--- config.mk ---
export PLATFORM = sky130hd
export DESIGN_NAME = delaybuffer_prog_flat
export DESIGN_NICKNAME = d
export VERILOG_FILES = /design/src/rtl/delaybuffer_prog_if.sv /design/src/rtl/delaybuffer_prog.sv /design/src/flat_wrapper.sv
export SDC_FILE = /design/constraint.sdc
export NUM_CORES = 1
export LEC_CHECK = 0
export BUFFER_PORTS_ARGS = -buffer_cell sky130_fd_sc_hd__buf_4
export CELL_PAD_IN_SITES_DETAIL_PLACEMENT = 1
export CELL_PAD_IN_SITES_GLOBAL_PLACEMENT = 1
export CORE_AREA = 2 2 160 84
export DETAILED_ROUTE_END_ITERATION = 10
export DIE_AREA = 0 0 162 86
export GPL_TIMING_DRIVEN = 0
export PLACE_DENSITY = 0.71
export SLEW_MARGIN = 5
export SYNTH_ARGS = -nofsm -noshare
export SYNTH_HDL_FRONTEND = slang
export SYNTH_SLANG_ARGS = --single-unit
--- constraint.sdc ---
create_clock -name clk_i -period 2.9 [get_ports clk_i]
set_clock_uncertainty 0.1 [all_clocks]
set_input_delay 0.87 -clock clk_i [delete_from_list [all_inputs] [get_ports clk_i]]
set_output_delay 0.87 -clock clk_i [all_outputs]
set_load 0.05 [all_outputs]
--- src/rtl/delaybuffer_prog_if.sv ---
// Sample/config bundle for the programmable delay line.
// The slave modport is the delay line's own view; master is the driver's view.
interface delaybuffer_prog_if #(
    parameter int width_p     = 8,
    parameter int max_delay_p = 8
);
    localparam int dw_lp = $clog2(max_delay_p + 1);

    logic               cfg_valid_i;
    logic [dw_lp-1:0]   cfg_delay_i;
    logic [width_p-1:0] data_i;
    logic               valid_i;
    logic               ready_o;
    logic               valid_o;
    logic [width_p-1:0] data_o;
    logic               ready_i;
    logic               primed_o;
    logic [dw_lp-1:0]   delay_o;

    modport master (
        output cfg_valid_i, cfg_delay_i, data_i, valid_i, ready_i,
        input  ready_o, valid_o, data_o, primed_o, delay_o
    );

    modport slave (
        input  cfg_valid_i, cfg_delay_i, data_i, valid_i, ready_i,
        output ready_o, valid_o, data_o, primed_o, delay_o
    );
endinterface

--- src/rtl/delaybuffer_prog.sv ---
// Run-time programmable ready/valid delay line. Each accepted sample returns
// the sample accepted D transactions earlier (zero until D samples have been
// seen since reset or reload). D = 0 passes the input straight through via a
// registered bypass instead of the ring RAM.
module delaybuffer_prog #(
    parameter int width_p       = 8,
    parameter int max_delay_p   = 8,
    parameter int reset_delay_p = max_delay_p
) (
    input  logic               clk_i,
    input  logic               reset_i,
    delaybuffer_prog_if.slave  bus
);
    localparam int depth_lp = max_delay_p + 1;
    localparam int dw_lp    = $clog2(max_delay_p + 1);

    // Ring storage, one slot more than the largest delay so the read slot
    // never collides with the slot being written.
    logic [width_p-1:0] r_ram [0:max_delay_p];
    logic [width_p-1:0] r_ram_q;

    logic [dw_lp-1:0]   r_wp;
    logic [dw_lp-1:0]   r_fill;
    logic [dw_lp-1:0]   r_delay;
    logic               r_primed;
    logic               r_valid;
    logic               r_zero;
    logic               r_bypass;
    logic [width_p-1:0] r_byp_data;

    logic               w_ready;
    logic               w_acc;
    logic [dw_lp-1:0]   w_cfg_delay;
    logic [dw_lp-1:0]   w_wp_inc;
    logic [dw_lp:0]     w_rd_sum;
    logic [dw_lp-1:0]   w_rd_addr;
    logic [dw_lp-1:0]   w_fill_inc;

    // A reload cycle never accepts, so cfg and accept are mutually exclusive.
    assign w_ready = (~r_valid | bus.ready_i) & ~bus.cfg_valid_i;
    assign w_acc   = bus.valid_i & w_ready;

    // Oversized delay requests saturate at the ring capacity.
    assign w_cfg_delay = (bus.cfg_delay_i > dw_lp'(max_delay_p)) ?
                         dw_lp'(max_delay_p) : bus.cfg_delay_i;

    assign w_wp_inc = (r_wp == dw_lp'(max_delay_p)) ? '0 : r_wp + 1'b1;

    // (wp - D) mod depth without underflow: add the depth in a wider sum
    // only when wp < D; the result then always lies below depth.
    assign w_rd_sum  = {1'b0, r_wp} + (dw_lp + 1)'(depth_lp) - {1'b0, r_delay};
    assign w_rd_addr = (r_wp >= r_delay) ? (r_wp - r_delay) : w_rd_sum[dw_lp-1:0];

    assign w_fill_inc = (r_fill < r_delay) ? r_fill + 1'b1 : r_fill;

    // RAM write of the incoming sample and synchronous read of the delayed one.
    always_ff @(posedge clk_i) begin
        if (w_acc) begin
            r_ram[r_wp] <= bus.data_i;
            r_ram_q     <= r_ram[w_rd_addr];
        end
    end

    // Control state, output handshake and output source selection.
    always_ff @(posedge clk_i or posedge reset_i) begin
        if (reset_i) begin
            r_wp       <= '0;
            r_fill     <= '0;
            r_delay    <= dw_lp'(reset_delay_p);
            r_primed   <= 1'b0;
            r_valid    <= 1'b0;
            r_zero     <= 1'b1;
            r_bypass   <= 1'b0;
            r_byp_data <= '0;
        end else begin
            if (bus.cfg_valid_i) begin
                r_delay  <= w_cfg_delay;
                r_fill   <= '0;
                r_primed <= (w_cfg_delay == '0);
            end else if (w_acc) begin
                r_wp     <= w_wp_inc;
                r_fill   <= w_fill_inc;
                r_primed <= (w_fill_inc == r_delay);
            end

            if (~r_valid | bus.ready_i) begin
                r_valid <= w_acc;
            end

            // Source selection is captured with the sample so a stalled
            // output stays stable even if a reload lands meanwhile.
            if (w_acc) begin
                r_zero     <= (r_fill < r_delay);
                r_bypass   <= (r_delay == '0);
                r_byp_data <= bus.data_i;
            end
        end
    end

    assign bus.ready_o  = w_ready;
    assign bus.valid_o  = r_valid;
    assign bus.data_o   = r_zero   ? '0 :
                          r_bypass ? r_byp_data : r_ram_q;
    assign bus.primed_o = r_primed;
    assign bus.delay_o  = r_delay;

endmodule

--- src/flat_wrapper.sv ---
// flat-port wrapper written by rule: the top's interface ports become plain ports
module delaybuffer_prog_flat 
#(
    parameter int width_p       = 8,
    parameter int max_delay_p   = 8,
    parameter int reset_delay_p = max_delay_p
)
  (clk_i, reset_i, bus_cfg_valid_i, bus_cfg_delay_i, bus_data_i, bus_valid_i, bus_ready_i, bus_ready_o, bus_valid_o, bus_data_o, bus_primed_o, bus_delay_o);
  delaybuffer_prog_if #(.width_p(width_p), .max_delay_p(max_delay_p)) bus_i ();
  input  logic clk_i;
  input  logic reset_i;
  input wire logic [$bits(bus_i.cfg_valid_i)-1:0] bus_cfg_valid_i;
  input wire logic [$bits(bus_i.cfg_delay_i)-1:0] bus_cfg_delay_i;
  input wire logic [$bits(bus_i.data_i)-1:0] bus_data_i;
  input wire logic [$bits(bus_i.valid_i)-1:0] bus_valid_i;
  input wire logic [$bits(bus_i.ready_i)-1:0] bus_ready_i;
  output wire logic [$bits(bus_i.ready_o)-1:0] bus_ready_o;
  output wire logic [$bits(bus_i.valid_o)-1:0] bus_valid_o;
  output wire logic [$bits(bus_i.data_o)-1:0] bus_data_o;
  output wire logic [$bits(bus_i.primed_o)-1:0] bus_primed_o;
  output wire logic [$bits(bus_i.delay_o)-1:0] bus_delay_o;
  assign bus_i.cfg_valid_i = bus_cfg_valid_i;
  assign bus_i.cfg_delay_i = bus_cfg_delay_i;
  assign bus_i.data_i = bus_data_i;
  assign bus_i.valid_i = bus_valid_i;
  assign bus_i.ready_i = bus_ready_i;
  assign bus_ready_o = bus_i.ready_o;
  assign bus_valid_o = bus_i.valid_o;
  assign bus_data_o = bus_i.data_o;
  assign bus_primed_o = bus_i.primed_o;
  assign bus_delay_o = bus_i.delay_o;
  delaybuffer_prog #(.width_p(width_p), .max_delay_p(max_delay_p), .reset_delay_p(reset_delay_p)) u_core (.clk_i(clk_i), .reset_i(reset_i), .bus(bus_i));
endmodule
# --- Yosys cells after proc, flatten, opt, wreduce, memory -nomap -nowiden ---
# Memories as Yosys holds them, arrays and structs flattened. A register that Yosys moved wholly into a read port is not among the register bits.
# Cells that the tools add are included.
word_totals:
  input_bits: 17
  ff_bits: 24
  word_cells: 40
  ramBits: 72
  output_inout_bits: 15
  n_memories: 1
memory_table:
  columns: ["memory", "depth", "word_bits", "read_ports", "rd_clocked_by_memory_dff", "write_ports", "line", "rtl"]
  rows:
  - ["u_core.r_ram", 9, 8, 1, 1, 1, "delaybuffer_prog.sv:19", "logic [width_p-1:0] r_ram [0:max_delay_p];"]
classes:
  n_eq_ne: 2
  order_cmp: 3
  n_addsub: 5
  muxes: 12
  bitwise: 5
  n_reduce_logical: 4
ops:
  columns: ["operator", "n"]
  rows:
  - ["$mux W4", 6]
  - ["$mux W8", 2]
  - ["$add A4 B1 Y4 const B", 2]
  - ["$logic_not A4 Y1", 2]
  - ["$sub A4 B4 Y4", 2]
  - ["$add A4 B4 Y4 const B", 1]
  - ["$eq A4 B4 Y1", 1]
  - ["$eq A4 B4 Y1 const B", 1]
  - ["$ge A4 B4 Y1", 1]
  - ["$gt A4 B4 Y1 const B", 1]
  - ["$lt A4 B4 Y1", 1]
  - ["$mux W1", 4]
  - ["$and A1 B1 Y1", 2]
  - ["$not A1 Y1", 2]
  - ["$reduce_and A2 Y1", 1]
  - ["$reduce_bool A2 Y1", 1]
  - ["$or A1 B1 Y1", 1]

# --- Longest topological paths before layout ---
depth:
  word_depth: 6
  depth_mapped: 11
  mapped_depth_nobuf: 10

# --- Worst setup path before layout ---
# Ideal clock, no wire load.
synth_timing:
  path_kind: "reg2reg"
  startpoint: "reg u_core.r_delay[1], in the netlist u_core.bus.delay_o[1]"
  endpoint: "reg u_core.r_ram_q[3], read port of u_core.r_ram (data pin)"
  t_arrival_ps: 3013
  required_time_ps: 2525
  synth_period_minus_slack_ps: 3388
  setup_slack_ps: -488
  stages_incl_launch_ff: 12
  n_path_buf: 1
  cell_sequence: "dfrtp_1 -> inv_1 -> ha_1 -> inv_1 -> ha_1 -> inv_1 -> fa_1 -> a221oi_4 -> buf_6 -> mux4_2 -> nand2_1 -> a31oi_1"
synth_via:
  elab_chain_len: 2
synth_rtl:
  columns: ["item", "line", "rtl"]
  rows:
  - ["from (decl)", "delaybuffer_prog.sv:24", "logic [dw_lp-1:0] r_delay;"]
  - ["from (signal assigned)", "delaybuffer_prog.sv:69", "r_delay <= dw_lp'(reset_delay_p);"]
  - ["from (signal assigned)", "delaybuffer_prog.sv:77", "r_delay <= w_cfg_delay;"]
  - ["$sub A4 B4 Y4, or another cell as far along", "delaybuffer_prog.sv:51", "assign w_rd_sum = {1'b0, r_wp} + (dw_lp + 1)'(depth_lp) - {1'b0, r_delay};"]
  - ["$mux W4 (*)", "delaybuffer_prog.sv:52", "assign w_rd_addr = (r_wp >= r_delay) ? (r_wp - r_delay) : w_rd_sum[dw_lp-1:0];"]
  - ["to (decl)", "delaybuffer_prog.sv:20", "logic [width_p-1:0] r_ram_q;"]
# Mark *: on every way between the ends. The rest lies on a longest branch, timed or not.
# A chain may end at the register's enable or synchronous reset.

# --- Worst setup path in the final report ---
layout_timing:
  startpoint: "reg u_core.r_wp[0]"
  endpoint: "reg u_core.r_ram_q[6], read port of u_core.r_ram (data pin)"
layout_via:
  elab_chain_len: 3
layout_rtl:
  columns: ["item", "line", "rtl"]
  rows:
  - ["from (decl)", "delaybuffer_prog.sv:22", "logic [dw_lp-1:0] r_wp;"]
  - ["from (signal assigned)", "delaybuffer_prog.sv:81", "r_wp <= w_wp_inc;"]
  - ["$add A4 B4 Y4", "delaybuffer_prog.sv:51", null]
  - ["$sub A4 B4 Y4", "delaybuffer_prog.sv:51", null]
  - ["$mux W4 (*)", "delaybuffer_prog.sv:52", null]
# Marked as above.

==> results.tsv <==
stage	metric	value	unit
die	die_w	162	um
global_routing	first_global_vias	3327	
setup_path	ff2ff_path_depth	12	
clocking	cts_hold_buf	0	
setup_path	worstPathRequired	2.89	ns
synth	avgSynthCellArea	13.5	um2
pwr	p_sw_share	40.4	%
synth	synth_area	4890	um2
setup_path	cp-end-kind	flip-flop	
global_routing	antenna_found_initial	0	
die	dieArea	13900	um2
clocking	cts.clk_slew.worst_paths	0.07	ns
place	numPortBuffers	31	
timing	hold_violations	0	
pwr	p_leak	2.38	nW
clocking	numCtsBuffers	9	
layout	finalNetCount	466	
routing	antenna_left	0	
timing	fin_crit_sh	102	%
layout	areaGrowthSynthToFinish	26.2	%
outcome	status	complete, but fails checks	
timing	rsz0062_at_grt	yes	
routing	drt-pass1-iter-count	5	
global_routing	grt.total_usage	20.1	%
pwr	p_switching	0.00297	W
clocking	cts_tree	yes	
place	place_area	5390	um2
synth	ys_seq_area_share	61.5	%
setup_path	worstPathMaxFanout	5	
setup_path	crit_cells	12	
setup_path	slowest_stage	dfrtp_2	
die	coreArea	12400	um2
die	fp.dieH	86	um
place	place_inst	564	
routing	routed_via_density	5.25	
clocking	htree_levels	3	
synth	yosysUniqueCellTypes	48	
timing	slew_violations	0	
flow_run	drv_cap	0	
synth	ys_async_sr_fraction	23.1	%
pwr	power.share.combinational	56.3	%
synth	syn-instance-count	363	
synth	yosysWarnings	0	
layout	drive_gt1_share	35.8	%
timing	holdWs	0.382	ns
routing	wl	13100	um
clocking	clk_path_buf_depth	2	
pwr	clkPwrFrac	17.0	%
hold_path	min_path_type	reg -> reg	
global_routing	grt_max_degree	25	
synth	syn-num-nets	398	
synth	ys_ff_latch	104	
hold_path	min_path_cells	2	
clocking	clock_latency	0.36	ns
timing	setup_viol	6	
layout	fin_area	6170	um2
layout	fin_util	49.7	%
setup_path	max_stage_delay	0.43	ns
routing	num_vias	3182	
timing	fin_crit	2.97	ns
setup_path	critical-path-top-delay-family	compound AO/OA/AOI/OAI gates	
setup_path	crit_buf_inv	4	
clocking	clockRootBuffer	clkbuf_16	
setup_path	critPathLaunchType	flip-flop	
layout	n_antenna_cell	0	
die	ios	32	
clocking	clock-sinks	104	
routing	drt_iter0_drc	258	
setup_path	path_class	reg -> reg	
die	row_count	29	
setup_path	cp_cell_sequence	inv_2 > ha_4 > inv_2 > fa_2 > a21o_4 > a31oi_4 > buf_6 > mux2_4 > buf_8 > and2b_1 > a22oi_2 > a31oi_4	
synth	ys.flop_type	edfxtp_1	
place	globalplace.congestion	0.832	
routing	drcViolationCount	0	
setup_path	critical_path_arrival	2.97	ns
outcome	violations	setup timing	
pwr	vdd_ir_drop_max	0.000436	V
timing	clock.fmax	0.337	GHz
global_routing	grt_pass1_wl	20100	um
timing	slew_headroom	32.2	%
place	dp_hpwl	9210	um
timing	fin_ws	-0.0700	ns
die	start_util	39.4	%
pwr	power_density	1190	nW/um2
pwr	p_int	0.00438	W
layout	layoutNonFillerInstCount	606	
timing	worstMarginPinSlew	1.02	ns
global_routing	grt_overflow_total	0	
routing	wl_per_cell	21.6	um
pwr	seqPwrFrac	26.6	%
synth	synth-edff-count	80	
[power groups by stage]
stage | clock, W | combinational, W | sequential (W)
after floorplan | 0 | 0.00212 | 0.00198
after global placement | 0 | 0.00288 | 0.00199
after detailed placement | 0 | 0.00295 | 0.00200
after CTS | 0.00128 | 0.00369 | 0.00196
after global routing | 0.00133 | 0.00442 | 0.00197
final | 0.00125 | 0.00414 | 0.00196
[cell usage after synthesis (4+ instances only)]
| master | instances | area, um2 |
|---|---|---|
| a22oi_1 | 7 | 52.6 |
| edfxtp_1 | 80 | 2400 |
| clkbuf_1 | 10 | 37.5 |
| mux4_2 | 7 | 158 |
| ha_1 | 15 | 188 |
| a31oi_1 | 7 | 43.8 |
| nand2_1 | 46 | 173 |
| inv_1 | 13 | 48.8 |
| mux2_2 | 9 | 101 |
| xnor2_1 | 4 | 35.0 |
| o21ai_0 | 14 | 70.1 |
| dfrtp_1 | 22 | 551 |
| and3_1 | 7 | 43.8 |
| xor2_1 | 5 | 43.8 |
| mux2i_1 | 27 | 270 |
| o22ai_1 | 9 | 56.3 |
| nand2b_1 | 4 | 25.0 |
| nor2_1 | 27 | 101 |
[cell type report]
type                    count  area, um2
plain buffers              14       98.8
clock buffers               9        225
clock inverters             7       78.8
fillers                  1263       6240
inverters                  14       55.1
multi-input cells         229       1990
flip-flops and latches    104       3010
well taps                 170        213
repair buffers             59        499
[final timing paths]
path,from,end,slack [ns]
setup reg to reg,u_core.r_wp[0]$_DFFE_PP0P_,u_core.r_ram_q[6]$_DFFE_PP_,-0.07
setup / recovery,u_core.r_wp[0]$_DFFE_PP0P_,u_core.r_ram_q[6]$_DFFE_PP_,-0.07
hold reg to reg,u_core.r_byp_data[0]$_DFFE_PP0P_,u_core.r_byp_data[0]$_DFFE_PP0P_,0.38
hold / removal,u_core.r_byp_data[0]$_DFFE_PP0P_,u_core.r_byp_data[0]$_DFFE_PP0P_,0.38
min in group asynchronous,reset_i,u_core.r_byp_data[2]$_DFFE_PP0P_,0.65
max in group asynchronous,reset_i,u_core.bus.delay_o[0]$_DFFE_PP0P_,1.35
[per-layer routing]
metal,vias up,global-route usage [%],wire (um)
met5,-,0,0
met4,0,4.51,129
met3,13,4.84,1070
met2,87,27.0,5490
met1,1609,32.2,6430
li1,1473,-,-
[tightest hold or removal path, stage by stage (launching register included)]
cell and delay, ns:
dfrtp_1 0.35, nand2_1 0.05, nand2_1 0.05
[state kept, by name, summed over array words and instances, names as in the netlist]
signal	count
u_core.bus.primed_o	1
u_core.r_fill	4
u_core.r_ram_q	8
u_core.bus.delay_o	4
u_core.r_zero	1
u_core.r_ram	72
u_core.bus.valid_o	1
u_core.r_bypass	1
u_core.r_byp_data	8
u_core.r_wp	4
[stage by stage]
stage / power [W] / TNS, ns / setup WS [ns]
2_1_floorplan: 0.00410 / -0.451 / -0.122
6_report: 0.00735 / -0.207 / -0.0700
4_1_cts: 0.00693 / -0.0913 / -0.0473
5_1_grt: 0.00772 / -0.892 / -0.186
3_5_place_dp: 0.00496 / -37.85 / -0.976
3_3_place_gp: 0.00487 / -34.16 / -0.882
[what timing repair did]
item,CTS,global route
setup endpoints to repair,57,65
setup buffers,22,6
pin swaps,12,10
resized for setup,40,21
[cell families after synthesis]
family | share of synthesized area (%)
AND/OR/NAND/NOR | 9.81
flip-flops | 61.5
AO/OA/AOI/OAI | 7.89
multiplexers | 11.4
buffers and inverters | 2.76
adder cells (fa/ha/maj) | 5.07
XOR/XNOR | 1.61
[placed cells by master (no fill, tap or decap), types with 8 or more instances in the layout]
cell type / Yosys / routed
dfrtp_1: 22 / 16
mux2i_1: 27 / 26
buf_4: 2 / 52
o21ai_0: 14 / 13
nand2_1: 46 / 38
o22ai_1: 9 / 9
clkbuf_16: 0 / 9
nor2_1: 27 / 27
inv_2: 1 / 8
ha_1: 15 / 9
mux4_2: 7 / 8
mux2_2: 9 / 8
edfxtp_1: 80 / 80
(Power assumes the default switching activity.)
